===== src/rtl/line_fill_buffer_if.sv =====
// Handshake and data bundle between a line fill buffer, its requester,
// the memory port and the line consumer.
interface line_fill_buffer_if #(
    parameter int DATA_WIDTH = 32,
    parameter int ADDR_WIDTH = 32
);
    logic                  req_valid_i;
    logic [ADDR_WIDTH-1:0] req_addr_i;
    logic                  req_ready_o;

    logic                  mem_req_valid_o;
    logic [ADDR_WIDTH-1:0] mem_req_addr_o;
    logic [3:0]            mem_req_word_o;
    logic                  mem_req_ready_i;
    logic                  mem_rsp_valid_i;
    logic [DATA_WIDTH-1:0] mem_rsp_data_i;

    logic                  crit_valid_o;
    logic [DATA_WIDTH-1:0] crit_data_o;
    logic [15:0]           word_valid_o;
    logic [DATA_WIDTH-1:0] word0_o,  word1_o,  word2_o,  word3_o;
    logic [DATA_WIDTH-1:0] word4_o,  word5_o,  word6_o,  word7_o;
    logic [DATA_WIDTH-1:0] word8_o,  word9_o,  word10_o, word11_o;
    logic [DATA_WIDTH-1:0] word12_o, word13_o, word14_o, word15_o;
    logic                  line_valid_o;
    logic [ADDR_WIDTH-1:0] line_addr_o;
    logic                  line_ack_i;
    logic                  busy_o;

    // The fill buffer itself sits on the slave side.
    modport slave (
        input  req_valid_i, req_addr_i, mem_req_ready_i, mem_rsp_valid_i,
               mem_rsp_data_i, line_ack_i,
        output req_ready_o, mem_req_valid_o, mem_req_addr_o, mem_req_word_o,
               crit_valid_o, crit_data_o, word_valid_o,
               word0_o,  word1_o,  word2_o,  word3_o,
               word4_o,  word5_o,  word6_o,  word7_o,
               word8_o,  word9_o,  word10_o, word11_o,
               word12_o, word13_o, word14_o, word15_o,
               line_valid_o, line_addr_o, busy_o
    );

    modport master (
        output req_valid_i, req_addr_i, mem_req_ready_i, mem_rsp_valid_i,
               mem_rsp_data_i, line_ack_i,
        input  req_ready_o, mem_req_valid_o, mem_req_addr_o, mem_req_word_o,
               crit_valid_o, crit_data_o, word_valid_o,
               word0_o,  word1_o,  word2_o,  word3_o,
               word4_o,  word5_o,  word6_o,  word7_o,
               word8_o,  word9_o,  word10_o, word11_o,
               word12_o, word13_o, word14_o, word15_o,
               line_valid_o, line_addr_o, busy_o
    );
endinterface


===== src/rtl/line_fill_buffer.sv =====
// Data cache refill buffer: one line-aligned memory read, 16 beats collected in
// critical-word-first wrap order, critical word forwarded, line held until acked.
module line_fill_buffer #(
    parameter int DATA_WIDTH = 32,
    parameter int ADDR_WIDTH = 32
) (
    input logic              clk_i,
    input logic              rst_n_i,
    line_fill_buffer_if.slave bus
);

    typedef enum logic [1:0] {
        IDLE = 2'd0,
        REQ  = 2'd1,
        FILL = 2'd2,
        DONE = 2'd3
    } state_t;

    state_t                state_q;
    logic [ADDR_WIDTH-1:0] lineAddr_q;
    logic [3:0]            start_q;
    logic [3:0]            count_q;
    logic [15:0]           wordValid_q;
    logic [DATA_WIDTH-1:0] critData_q;
    logic                  critValid_q;
    logic                  reqReady_q;
    logic                  memReqValid_q;
    logic                  lineValid_q;
    logic                  busy_q;
    logic [DATA_WIDTH-1:0] words_q [16];

    logic [3:0]            wrIdx_d;
    logic                  beatTake_d;
    logic                  unusedAddrBits;

    // Byte offset within a word plays no part in line or word selection.
    assign unusedAddrBits = ^bus.req_addr_i[1:0];

    assign wrIdx_d    = start_q + count_q;
    assign beatTake_d = (state_q == FILL) && bus.mem_rsp_valid_i;

    always_ff @(posedge clk_i or negedge rst_n_i) begin
        if (!rst_n_i) begin
            state_q       <= IDLE;
            lineAddr_q    <= '0;
            start_q       <= '0;
            count_q       <= '0;
            wordValid_q   <= '0;
            critData_q    <= '0;
            critValid_q   <= 1'b0;
            reqReady_q    <= 1'b1;
            memReqValid_q <= 1'b0;
            lineValid_q   <= 1'b0;
            busy_q        <= 1'b0;
        end else begin
            critValid_q <= 1'b0;
            case (state_q)
                IDLE: begin
                    if (bus.req_valid_i) begin
                        lineAddr_q    <= {bus.req_addr_i[ADDR_WIDTH-1:6], 6'b0};
                        start_q       <= bus.req_addr_i[5:2];
                        count_q       <= 4'd0;
                        wordValid_q   <= '0;
                        state_q       <= REQ;
                        reqReady_q    <= 1'b0;
                        memReqValid_q <= 1'b1;
                        busy_q        <= 1'b1;
                    end
                end
                REQ: begin
                    if (bus.mem_req_ready_i) begin
                        state_q       <= FILL;
                        memReqValid_q <= 1'b0;
                    end
                end
                FILL: begin
                    if (bus.mem_rsp_valid_i) begin
                        wordValid_q[wrIdx_d] <= 1'b1;
                        count_q              <= count_q + 4'd1;
                        if (count_q == 4'd0) begin
                            critData_q  <= bus.mem_rsp_data_i;
                            critValid_q <= 1'b1;
                        end
                        if (count_q == 4'd15) begin
                            state_q     <= DONE;
                            lineValid_q <= 1'b1;
                        end
                    end
                end
                DONE: begin
                    if (bus.line_ack_i) begin
                        state_q     <= IDLE;
                        lineValid_q <= 1'b0;
                        reqReady_q  <= 1'b1;
                        busy_q      <= 1'b0;
                    end
                end
                default: state_q <= IDLE;
            endcase
        end
    end

    // Line storage is only written by accepted beats, so it stays frozen in DONE
    // and keeps the old line visible until the next fill overwrites it.
    always_ff @(posedge clk_i or negedge rst_n_i) begin
        if (!rst_n_i) begin
            for (int k = 0; k < 16; k++) begin
                words_q[k] <= '0;
            end
        end else if (beatTake_d) begin
            words_q[wrIdx_d] <= bus.mem_rsp_data_i;
        end
    end

    assign bus.req_ready_o     = reqReady_q;
    assign bus.mem_req_valid_o = memReqValid_q;
    assign bus.mem_req_addr_o  = lineAddr_q;
    assign bus.mem_req_word_o  = start_q;
    assign bus.crit_valid_o    = critValid_q;
    assign bus.crit_data_o     = critData_q;
    assign bus.word_valid_o    = wordValid_q;
    assign bus.line_valid_o    = lineValid_q;
    assign bus.line_addr_o     = lineAddr_q;
    assign bus.busy_o          = busy_q;

    assign bus.word0_o  = words_q[0];
    assign bus.word1_o  = words_q[1];
    assign bus.word2_o  = words_q[2];
    assign bus.word3_o  = words_q[3];
    assign bus.word4_o  = words_q[4];
    assign bus.word5_o  = words_q[5];
    assign bus.word6_o  = words_q[6];
    assign bus.word7_o  = words_q[7];
    assign bus.word8_o  = words_q[8];
    assign bus.word9_o  = words_q[9];
    assign bus.word10_o = words_q[10];
    assign bus.word11_o = words_q[11];
    assign bus.word12_o = words_q[12];
    assign bus.word13_o = words_q[13];
    assign bus.word14_o = words_q[14];
    assign bus.word15_o = words_q[15];

endmodule


===== src/flat_wrapper.sv =====
// flat-port wrapper written by rule: the top's interface ports become plain ports
module line_fill_buffer_flat 
#(
    parameter int DATA_WIDTH = 32,
    parameter int ADDR_WIDTH = 32
)
  (clk_i, rst_n_i, bus_req_valid_i, bus_req_addr_i, bus_mem_req_ready_i, bus_mem_rsp_valid_i, bus_mem_rsp_data_i, bus_line_ack_i, bus_req_ready_o, bus_mem_req_valid_o, bus_mem_req_addr_o, bus_mem_req_word_o, bus_crit_valid_o, bus_crit_data_o, bus_word_valid_o, bus_word0_o, bus_word1_o, bus_word2_o, bus_word3_o, bus_word4_o, bus_word5_o, bus_word6_o, bus_word7_o, bus_word8_o, bus_word9_o, bus_word10_o, bus_word11_o, bus_word12_o, bus_word13_o, bus_word14_o, bus_word15_o, bus_line_valid_o, bus_line_addr_o, bus_busy_o);
  line_fill_buffer_if #(.DATA_WIDTH(DATA_WIDTH), .ADDR_WIDTH(ADDR_WIDTH)) bus_i ();
  input logic clk_i;
  input logic rst_n_i;
  input wire logic [$bits(bus_i.req_valid_i)-1:0] bus_req_valid_i;
  input wire logic [$bits(bus_i.req_addr_i)-1:0] bus_req_addr_i;
  input wire logic [$bits(bus_i.mem_req_ready_i)-1:0] bus_mem_req_ready_i;
  input wire logic [$bits(bus_i.mem_rsp_valid_i)-1:0] bus_mem_rsp_valid_i;
  input wire logic [$bits(bus_i.mem_rsp_data_i)-1:0] bus_mem_rsp_data_i;
  input wire logic [$bits(bus_i.line_ack_i)-1:0] bus_line_ack_i;
  output wire logic [$bits(bus_i.req_ready_o)-1:0] bus_req_ready_o;
  output wire logic [$bits(bus_i.mem_req_valid_o)-1:0] bus_mem_req_valid_o;
  output wire logic [$bits(bus_i.mem_req_addr_o)-1:0] bus_mem_req_addr_o;
  output wire logic [$bits(bus_i.mem_req_word_o)-1:0] bus_mem_req_word_o;
  output wire logic [$bits(bus_i.crit_valid_o)-1:0] bus_crit_valid_o;
  output wire logic [$bits(bus_i.crit_data_o)-1:0] bus_crit_data_o;
  output wire logic [$bits(bus_i.word_valid_o)-1:0] bus_word_valid_o;
  output wire logic [$bits(bus_i.word0_o)-1:0] bus_word0_o;
  output wire logic [$bits(bus_i.word1_o)-1:0] bus_word1_o;
  output wire logic [$bits(bus_i.word2_o)-1:0] bus_word2_o;
  output wire logic [$bits(bus_i.word3_o)-1:0] bus_word3_o;
  output wire logic [$bits(bus_i.word4_o)-1:0] bus_word4_o;
  output wire logic [$bits(bus_i.word5_o)-1:0] bus_word5_o;
  output wire logic [$bits(bus_i.word6_o)-1:0] bus_word6_o;
  output wire logic [$bits(bus_i.word7_o)-1:0] bus_word7_o;
  output wire logic [$bits(bus_i.word8_o)-1:0] bus_word8_o;
  output wire logic [$bits(bus_i.word9_o)-1:0] bus_word9_o;
  output wire logic [$bits(bus_i.word10_o)-1:0] bus_word10_o;
  output wire logic [$bits(bus_i.word11_o)-1:0] bus_word11_o;
  output wire logic [$bits(bus_i.word12_o)-1:0] bus_word12_o;
  output wire logic [$bits(bus_i.word13_o)-1:0] bus_word13_o;
  output wire logic [$bits(bus_i.word14_o)-1:0] bus_word14_o;
  output wire logic [$bits(bus_i.word15_o)-1:0] bus_word15_o;
  output wire logic [$bits(bus_i.line_valid_o)-1:0] bus_line_valid_o;
  output wire logic [$bits(bus_i.line_addr_o)-1:0] bus_line_addr_o;
  output wire logic [$bits(bus_i.busy_o)-1:0] bus_busy_o;
  assign bus_i.req_valid_i = bus_req_valid_i;
  assign bus_i.req_addr_i = bus_req_addr_i;
  assign bus_i.mem_req_ready_i = bus_mem_req_ready_i;
  assign bus_i.mem_rsp_valid_i = bus_mem_rsp_valid_i;
  assign bus_i.mem_rsp_data_i = bus_mem_rsp_data_i;
  assign bus_i.line_ack_i = bus_line_ack_i;
  assign bus_req_ready_o = bus_i.req_ready_o;
  assign bus_mem_req_valid_o = bus_i.mem_req_valid_o;
  assign bus_mem_req_addr_o = bus_i.mem_req_addr_o;
  assign bus_mem_req_word_o = bus_i.mem_req_word_o;
  assign bus_crit_valid_o = bus_i.crit_valid_o;
  assign bus_crit_data_o = bus_i.crit_data_o;
  assign bus_word_valid_o = bus_i.word_valid_o;
  assign bus_word0_o = bus_i.word0_o;
  assign bus_word1_o = bus_i.word1_o;
  assign bus_word2_o = bus_i.word2_o;
  assign bus_word3_o = bus_i.word3_o;
  assign bus_word4_o = bus_i.word4_o;
  assign bus_word5_o = bus_i.word5_o;
  assign bus_word6_o = bus_i.word6_o;
  assign bus_word7_o = bus_i.word7_o;
  assign bus_word8_o = bus_i.word8_o;
  assign bus_word9_o = bus_i.word9_o;
  assign bus_word10_o = bus_i.word10_o;
  assign bus_word11_o = bus_i.word11_o;
  assign bus_word12_o = bus_i.word12_o;
  assign bus_word13_o = bus_i.word13_o;
  assign bus_word14_o = bus_i.word14_o;
  assign bus_word15_o = bus_i.word15_o;
  assign bus_line_valid_o = bus_i.line_valid_o;
  assign bus_line_addr_o = bus_i.line_addr_o;
  assign bus_busy_o = bus_i.busy_o;
  line_fill_buffer #(.DATA_WIDTH(DATA_WIDTH), .ADDR_WIDTH(ADDR_WIDTH)) u_core (.clk_i(clk_i), .rst_n_i(rst_n_i), .bus(bus_i));
endmodule

===== config.mk =====
export PLATFORM = sky130hd
export DESIGN_NAME = line_fill_buffer_flat
export DESIGN_NICKNAME = d
export VERILOG_FILES = /design/src/rtl/line_fill_buffer_if.sv /design/src/rtl/line_fill_buffer.sv /design/src/flat_wrapper.sv
export SDC_FILE = /design/constraint.sdc
export NUM_CORES = 1
export LEC_CHECK = 0
export BUFFER_PORTS_ARGS = -buffer_cell sky130_fd_sc_hd__buf_2
export CAP_MARGIN = 0
export CORE_AREA = 2 2 272 274
export DETAILED_ROUTE_END_ITERATION = 10
export DIE_AREA = 0 0 274 276
export GPL_TIMING_DRIVEN = 0
export HOLD_SLACK_MARGIN = 0.08
export SLEW_MARGIN = 10
export SYNTH_ARGS = -nofsm -noshare
export SYNTH_HDL_FRONTEND = slang
export SYNTH_SLANG_ARGS = --single-unit
export TNS_END_PERCENT = 10

===== constraint.sdc =====
create_clock -name clk_i -period 3.7 [get_ports clk_i]
set_input_delay 1.11 -clock clk_i [delete_from_list [all_inputs] [get_ports clk_i]]
set_output_delay 1.11 -clock clk_i [all_outputs]
set_load 0.05 [all_outputs]

==> results of run 1 <==
==> repair_timing <==
item / 4_1_cts / 5_1_grt
hold buffers: 0 / 0
pin swaps: 2 / 1
resized for setup: 0 / 4
setup buffers: 2 / 1
hold endpoints to repair: 0 / 0
endpoints found under the setup margin: 60 / 67
==> layer usage <==
metal	vias up	global-route usage, %	routed length (um)
met1	7704	22.7	29000
met2	519	32.4	36300
li1	6586	-	-
met5	-	0	0
met4	0	8.33	3000
met3	143	5.05	4960
==> cells in the final DEF (no fill, tap or decap), types with 8 or more instances in the layout <==
master / Yosys / final
inv_1: 9 / 9
buf_2: 27 / 710
o211ai_4: 8 / 8
clkbuf_8: 0 / 9
buf_6: 27 / 30
a32o_1: 16 / 16
mux2_1: 133 / 133
nor4_4: 4 / 8
nand2_1: 9 / 9
clkbuf_16: 0 / 68
dfrtp_1: 600 / 600
mux2_2: 443 / 443
ha_1: 10 / 10
clkinv_2: 0 / 11
buf_4: 38 / 39
clkbuf_1: 41 / 55
conb_1: 1 / 12
==> final cells by class <==
cell class | count | area (um^2)
plain buffers | 135 | 893
inverters | 9 | 33.8
fillers | 6735 | 41900
repair buffers | 699 | 3690
diodes | 5 | 12.5
clock buffers | 91 | 1880
flip-flops and latches | 601 | 15000
well taps | 959 | 1200
clock inverters | 27 | 414
multi-input cells | 692 | 7570
==> per-stage QoR <==
stage,util [%],setup TNS (ns),cells
floorplan,-,0,1437
global placement,38.7,-6373.58,3083
detailed placement,39.1,-4.69,3092
CTS,42.3,-0.391,3212
global route,42.3,0,3214
finish,42.3,0,3218
==> cell families (layout without fill, tap and decap cells) <==
family,Yosys count,after routing,share of synthesized area (%)
AOI/OAI and AO/OA,44,44,2.04
xor gates and xnor gates,3,3,0.144
adders and majority gates,11,11,0.619
buffers and inverters,144,961,3.92
DFF,601,601,64.1
muxes,578,578,27.7
other,1,17,0.0160
and+or+nand+nor,44,44,1.36
==> how the worst min path moves through the flow <==
stage	slack (ns)	depth (start not counted)	endpoint
final	0.42	1	u_core.bus.crit_data_o[28]
after global routing	0.44	1	u_core.bus.word11_o[26]
after CTS	0.41	1	u_core.bus.crit_data_o[28]
after detailed placement	0.47	1	u_core.bus.word1_o[17]
after global placement	0.47	1	u_core.bus.word2_o[11]
after floorplan	0.53	1	u_core.state_q[1]
==> results.cfg, run 1 <==
[clock_tree]
ctsHtreeMaxLevel = 3
clk_latency_ns = 0.61
clk_pin_slew_ns = 0.06
clock_sinks = 601
cts_made_buffers = 67
tritoncts = yes
clock_path_buffers = 3
cts-root-buf = clkbuf_16

[die]
initial_utilization_pct = 32.3
die_area_um2 = 75600
die_w_um = 274
rows = 99
die_h_um = 276
io_pins = 703
coreArea_um2 = 72600

[synthesis]
synth.most_common_cell = dfrtp_1
yosysSeqAreaShare_pct = 64.1
syn_area_um2 = 23400
synth_common_cells = 600 x dfrtp_1, 443 x mux2_2, 133 x mux2_1
synthCells = 1426
yosys.area.top_type = dfrtp_1
synth-seq-cells = 601
synth_top_flop_cell = dfrtp_1
yosysWarnings = 0
async_flop_share_pct = 100
avgSynthCellArea_um2 = 16.4
yosys.cell_types.count = 41
yosysTopAreaCellShare_pct = 64.0
synth_edf_count = 0
ys_top_cells_by_area = dfrtp_1 64%, mux2_2 21%, mux2_1 6.4%

[worst_setup_path]
path_class = reg2reg
worstPathMaxFanout = 10
endpoint_kind = register
rr_worst_depth = 7
cp_cell_sequence = ha_1, fa_1, xor2_1, nand3_1, nor4_4, clkbuf_4, mux2_2
start_kind = register
worstPathArrival_ns = 3.95
crit_family = simple AND/OR/NAND/NOR gates
timing.rr.start = u_core.count_q[0]
worstSetupStartpoint = u_core.count_q[0]
worstPathRequired_ns = 4.17
critPathMaxStageDelay_ns = 0.71
cp_slowest_cell = nor4_4
cp.buffers_inverters = 1
regToRegSetupSlack_ns = 0.21
r2r_end = u_core.bus.word6_o[15]
endpoint = u_core.bus.word6_o[15]
worstSetupPathDepth = 7

[timing]
finalSetupViolCount = 0
fmax_mhz = 287
fin_ws_ns = 0.215
slew_headroom_pct = 32.7
finalHoldWorstSlack_ns = 0.422
tightest_slew_ns = 1.00
post-route-period-util_pct = 94.2
final_hold_viol_count = 0
rsz0062_at_grt = false
clock_skew_ns = 0.0290
maxSlewViolCount = 0
fin_crit_ns = 3.49

[grt]
overflow = 0
antenna_found_initial = 5
gr-usage-all-layers_pct = 19.1
grt_pass1_wl_um = 107000
grt_start_max_net_pins = 115
grt_pass1_vias = 15800

[final_layout]
area_growth_pct = 31.1
drive_gt1_share_pct = 60.4
finalInstanceArea_um2 = 30700
nNetsFinal = 2286

[placed_design]
placed_cell_area_um2 = 28400
place_ws_ns = -0.101
dp_hpwl_um = 54600
io_buffer_count = 687
gp_congestion = 0.806

[outcome]
status = finished, final reports clean

[routing]
viasPerCell = 4.65
drc_errors = 0
wl_per_cell_um = 22.8
totalWireLength_um = 73300
ant_nets = 0
drt_iter0_drc = 586
vias = 15000
firstDrtPassIters = 4

[min_path]
holdCritPathClass = in2async

[job]
maxCapViolCount = 0
Power of run 1 is not shown: default switching activity piles up to over one toggle a cycle in this logic, so the estimate is an artifact.
==> run 2, diff against run 1 <==
--- a/config.mk
+++ b/config.mk
@@ -8,6 +8,7 @@
 export BUFFER_PORTS_ARGS = -buffer_cell sky130_fd_sc_hd__buf_2
 export CAP_MARGIN = 0
 export CORE_AREA = 2 2 272 274
+export CTS_BUF_LIST = sky130_fd_sc_hd__clkbuf_4 sky130_fd_sc_hd__clkbuf_8 sky130_fd_sc_hd__clkbuf_16
 export DETAILED_ROUTE_END_ITERATION = 10
 export DIE_AREA = 0 0 274 276
 export GPL_TIMING_DRIVEN = 0
==> run 2 against run 1 <==
  * Fmax is 0.60% lower
  * Clock skew is 0.00056 ns higher
  * Via count hardly changed
  * Register-to-register slack worse by 0.02 ns
  * Die area stayed put
  * Clock-buffer cell count stayed put
==> results.cfg, run 2 (synthesis gave the netlist of run 1 again) <==
[grt]
antenna_found_initial = 5
grt_pass1_vias = 15900
grt_pass1_wl_um = 107000
grt_start_max_net_pins = 115
overflow = 0
gr-usage-all-layers_pct = 19.1

[worst_setup_path]
timing.rr.start = u_core.count_q[0]
cp_slowest_cell = nor4_4
critPathMaxStageDelay_ns = 0.73
endpoint_kind = register
worstPathArrival_ns = 3.98
path_class = reg2reg
cp_cell_sequence = ha_1, fa_1, xor2_1, nand3_1, nor4_4, clkbuf_4, mux2_2
worstPathRequired_ns = 4.17
regToRegSetupSlack_ns = 0.19
r2r_end = u_core.bus.word6_o[15]
start_kind = register
worstPathMaxFanout = 10
rr_worst_depth = 7

[clock_tree]
cts_made_buffers = 67
clock_sinks = 601
ctsHtreeMaxLevel = 3
cts-root-buf = clkbuf_16
tritoncts = yes
clk_pin_slew_ns = 0.06
clock_path_buffers = 3
clk_latency_ns = 0.61

[routing]
vias = 15000
firstDrtPassIters = 4
viasPerCell = 4.65
ant_nets = 0
drc_errors = 0
totalWireLength_um = 73300
drt_iter0_drc = 563
wl_per_cell_um = 22.8

[timing]
finalSetupViolCount = 0
clock_skew_ns = 0.0296
final_hold_viol_count = 0
rsz0062_at_grt = false
slew_headroom_pct = 32.8
maxSlewViolCount = 0
post-route-period-util_pct = 94.8
fin_crit_ns = 3.51
fmax_mhz = 285
tightest_slew_ns = 1.00
finalHoldWorstSlack_ns = 0.423

[die]
die_h_um = 276
io_pins = 703
rows = 99
die_area_um2 = 75600
die_w_um = 274
initial_utilization_pct = 32.3
coreArea_um2 = 72600

[final_layout]
seq_area_um2 = 15000
drive_gt1_share_pct = 61.0
nFillCells = 6731
final_util_pct = 42.4
multi_input_area_um2 = 7570
final_common_cell = buf_2
instances_no_fill = 3218
nNetsFinal = 2286
area_growth_pct = 31.3
mostFrequentLayoutCells = 710 x buf_2, 600 x dfrtp_1, 443 x mux2_2

[job]
maxCapViolCount = 0

[outcome]
status = finished, final reports clean

[min_path]
holdCritPathClass = in2async

[placed_design]
io_buffer_count = 687
dp_hpwl_um = 54600
dpl.cell_count = 3092
gp_congestion = 0.806
-- run 2: changes by cell type in the layout (fill, tap and decap cells not counted) --
cell,previous run,this run
clkbuf_4,3,17
clkbuf_1,55,41
-- run 2: area by class of cell --
type | instances | area share, %
Sequential cell | 601 | 48.9
Multi-Input combinational cell | 692 | 24.6
Timing Repair Buffer | 699 | 12.0
Clock buffer | 91 | 6.27
Tap cell | 959 | 3.90
Buffer | 135 | 2.90
Clock inverter | 27 | 1.35
Inverter | 9 | 0.110
Antenna cell | 5 | 0.0406
-- run 2: per-stage QoR --
stage	TNS [ns]	setup slack (ns)	cell area [um^2]
2_1_floorplan	0	0.747	23500
3_3_place_gp	-6373.58	-10.64	28100
3_5_place_dp	-4.69	-0.101	28400
4_1_cts	-0.386	-0.0327	30700
5_1_grt	0	0.00269	30800
6_report	0	0.194	30800
-- run 2: metal layers --
| metal | global-route usage (%) | wire, um |
|---|---|---|
| met5 | 0 | 0 |
| met4 | 8.49 | 3100 |
| met3 | 5.04 | 5130 |
| met2 | 32.4 | 36300 |
| met1 | 22.7 | 28800 |
-- run 2: worst max path at each step --
stage	startpoint	endpoint	cells after the start
floorplan	u_core.bus.mem_req_word_o[0]	u_core.bus.word1_o[11]	7
global placement	rst_n_i	u_core.bus.word8_o[7]	1
detailed placement	u_core.count_q[0]	u_core.bus.word3_o[26]	7
CTS	u_core.count_q[0]	u_core.bus.word0_o[12]	7
global route	u_core.count_q[0]	u_core.bus.word6_o[17]	7
finish	u_core.count_q[0]	u_core.bus.word6_o[15]	7
-- run 2: timing repair --
item,in CTS,in global routing
hold buffers,0,0
hold endpoints to repair,0,0
resized for setup,0,4
setup buffers,2,1
setup endpoints to repair,60,67
pin swaps,2,1
-- run 2: worst max-delay path, delay by kind of cell (launching register included) --
kind	cells	cell delay, ns
flops	1	0.46
xor+xnor	1	0.28
fa+ha+maj	2	0.69
buf+inv	1	0.45
simple gates	2	1.11
mux	1	0.37
Power of run 2 is left out for the same reason.
==> run 3, diff against run 2 <==
--- a/config.mk
+++ b/config.mk
@@ -13,6 +13,7 @@
 export DIE_AREA = 0 0 274 276
 export GPL_TIMING_DRIVEN = 0
 export HOLD_SLACK_MARGIN = 0.08
+export RECOVER_POWER = 25
 export SLEW_MARGIN = 10
 export SYNTH_ARGS = -nofsm -noshare
 export SYNTH_HDL_FRONTEND = slang
==> run 3 against run 2 <==
  * The flow now finishes with violations (max-capacitance violations, max-slew violations)
  * Clock-buffer cell count is the same
  * Fmax is essentially flat
  * Global-route usage is the same
  * Cell count is the same
  * Critical path depth is the same
  * Non-clock buffer count is the same
  * Flip-flop and latch count is the same
  * Via count is essentially flat
  * First-iteration DRC count is the same
  * Die area is the same
==> results.cfg, run 3 (synthesis gave the netlist of run 1 again) <==
[final_layout]
drive_gt1_share_pct = 61.0
final_util_pct = 42.4
nFillCells = 6732
mostFrequentLayoutCells = 710 x buf_2, 600 x dfrtp_1, 443 x mux2_2
final_common_cell = buf_2
area_growth_pct = 31.3
nNetsFinal = 2286

[clock_tree]
ctsHtreeMaxLevel = 3
clock_sinks = 601
clk_latency_ns = 0.61
clock_path_buffers = 3
tritoncts = yes
clk_pin_slew_ns = 0.06
cts_hold_buf = 0
cts-root-buf = clkbuf_16
cts_made_buffers = 67

[die]
io_pins = 703
die_area_um2 = 75600
rows = 99
coreArea_um2 = 72600
die_w_um = 274
die_h_um = 276
initial_utilization_pct = 32.3

[timing]
finalSetupViolCount = 0
fmax_mhz = 285
fin_ws_ns = 0.194
post-route-period-util_pct = 94.7
fin_crit_ns = 3.51
maxSlewViolCount = 59
tightest_slew_ns = 1.60
final_hold_viol_count = 0
slew_headroom_pct = -6.38
clock_skew_ns = 0.0296
rsz0062_at_grt = false

[grt]
antenna_found_initial = 5
grt_pass1_vias = 15900
gr-usage-all-layers_pct = 19.1
grt_pass1_wl_um = 107000
overflow = 0
grt_start_max_net_pins = 115

[outcome]
violations = max-capacitance violations, max-slew violations
status = complete, but fails checks

[job]
maxCapViolCount = 1

[routing]
drt_iter0_drc = 563
wl_per_cell_um = 22.8
totalWireLength_um = 73400
vias = 15000
ant_nets = 0
viasPerCell = 4.65
drc_errors = 0
firstDrtPassIters = 4

[worst_setup_path]
path_class = reg2reg
critPathMaxStageDelay_ns = 0.73
endpoint_kind = register
worstPathArrival_ns = 3.98
worstPathRequired_ns = 4.17
start_kind = register
worstPathMaxFanout = 10
cp_slowest_cell = nor4_4
cp_cell_sequence = ha_1, fa_1, xor2_1, nand3_1, nor4_4, clkbuf_4, mux2_2

[placed_design]
place_ws_ns = -0.101
dp_hpwl_um = 54600
io_buffer_count = 687
gp_congestion = 0.806

[min_path]
holdCritPathClass = reg2reg
run 3: critical path: cells and delay by family, from the launching register on:
| family | cells | cell delay [ns] |
|---|---|---|
| simple gates | 2 | 1.11 |
| buf+inv | 1 | 0.45 |
| flops | 1 | 0.46 |
| xor+xnor | 1 | 0.28 |
| mux | 1 | 0.37 |
| fa+ha+maj | 2 | 0.69 |
run 3: final timing paths:
| check | from | to | slack, ns | cells after the start |
|---|---|---|---|---|
| max | u_core.count_q[0] | u_core.bus.word6_o[15] | 0.19 | 7 |
| min | u_core.bus.word9_o[9] | u_core.bus.word9_o[9] | 0.48 | 1 |
| max reg2reg | u_core.count_q[0] | u_core.bus.word6_o[15] | 0.19 | 7 |
| min reg2reg | u_core.bus.word9_o[9] | u_core.bus.word9_o[9] | 0.48 | 1 |
| max in group asynchronous | rst_n_i | u_core.bus.word12_o[8] | 0.61 | 4 |
| min in group asynchronous | rst_n_i | u_core.bus.crit_data_o[28] | 0.90 | 1 |
run 3: routing by layer:
metal / up-vias / global-route usage [%] / routed length (um)
li1: 6580 / - / -
met1: 7702 / 22.7 / 28800
met2: 530 / 32.4 / 36300
met3: 145 / 5.04 / 5140
met4: 0 / 8.49 / 3100
met5: - / 0 / 0
run 3: layout make-up:
type | instances | area (um^2) | area share [%]
sequential | 601 | 15000 | 48.9
clock inverter | 27 | 414 | 1.35
inverter | 9 | 33.8 | 0.110
timing repair buffer | 699 | 3680 | 12.0
tap | 959 | 1200 | 3.90
clock buffer | 91 | 1930 | 6.27
multi-input combinational | 692 | 7570 | 24.6
buffer | 135 | 893 | 2.90
antenna | 5 | 12.5 | 0.0407
run 3: stage by stage:
step	instances	setup TNS [ns]	area, um^2	hold WS, ns
floorplan	1437	0	23500	0.534
global placement	3083	-6373.58	28100	0.465
detailed placement	3092	-4.69	28400	0.472
CTS	3212	-0.386	30700	0.410
global route	3214	0	30800	0.504
finish	3218	0	30800	0.482
run 3: timing repair:
action,CTS,global route
hold endpoints to repair,0,0
endpoints found under the setup margin,60,67
pin swaps,2,1
gates cloned,0,0
setup buffers,2,1
resized for setup,0,4
Power of run 3 is left out for the same reason.
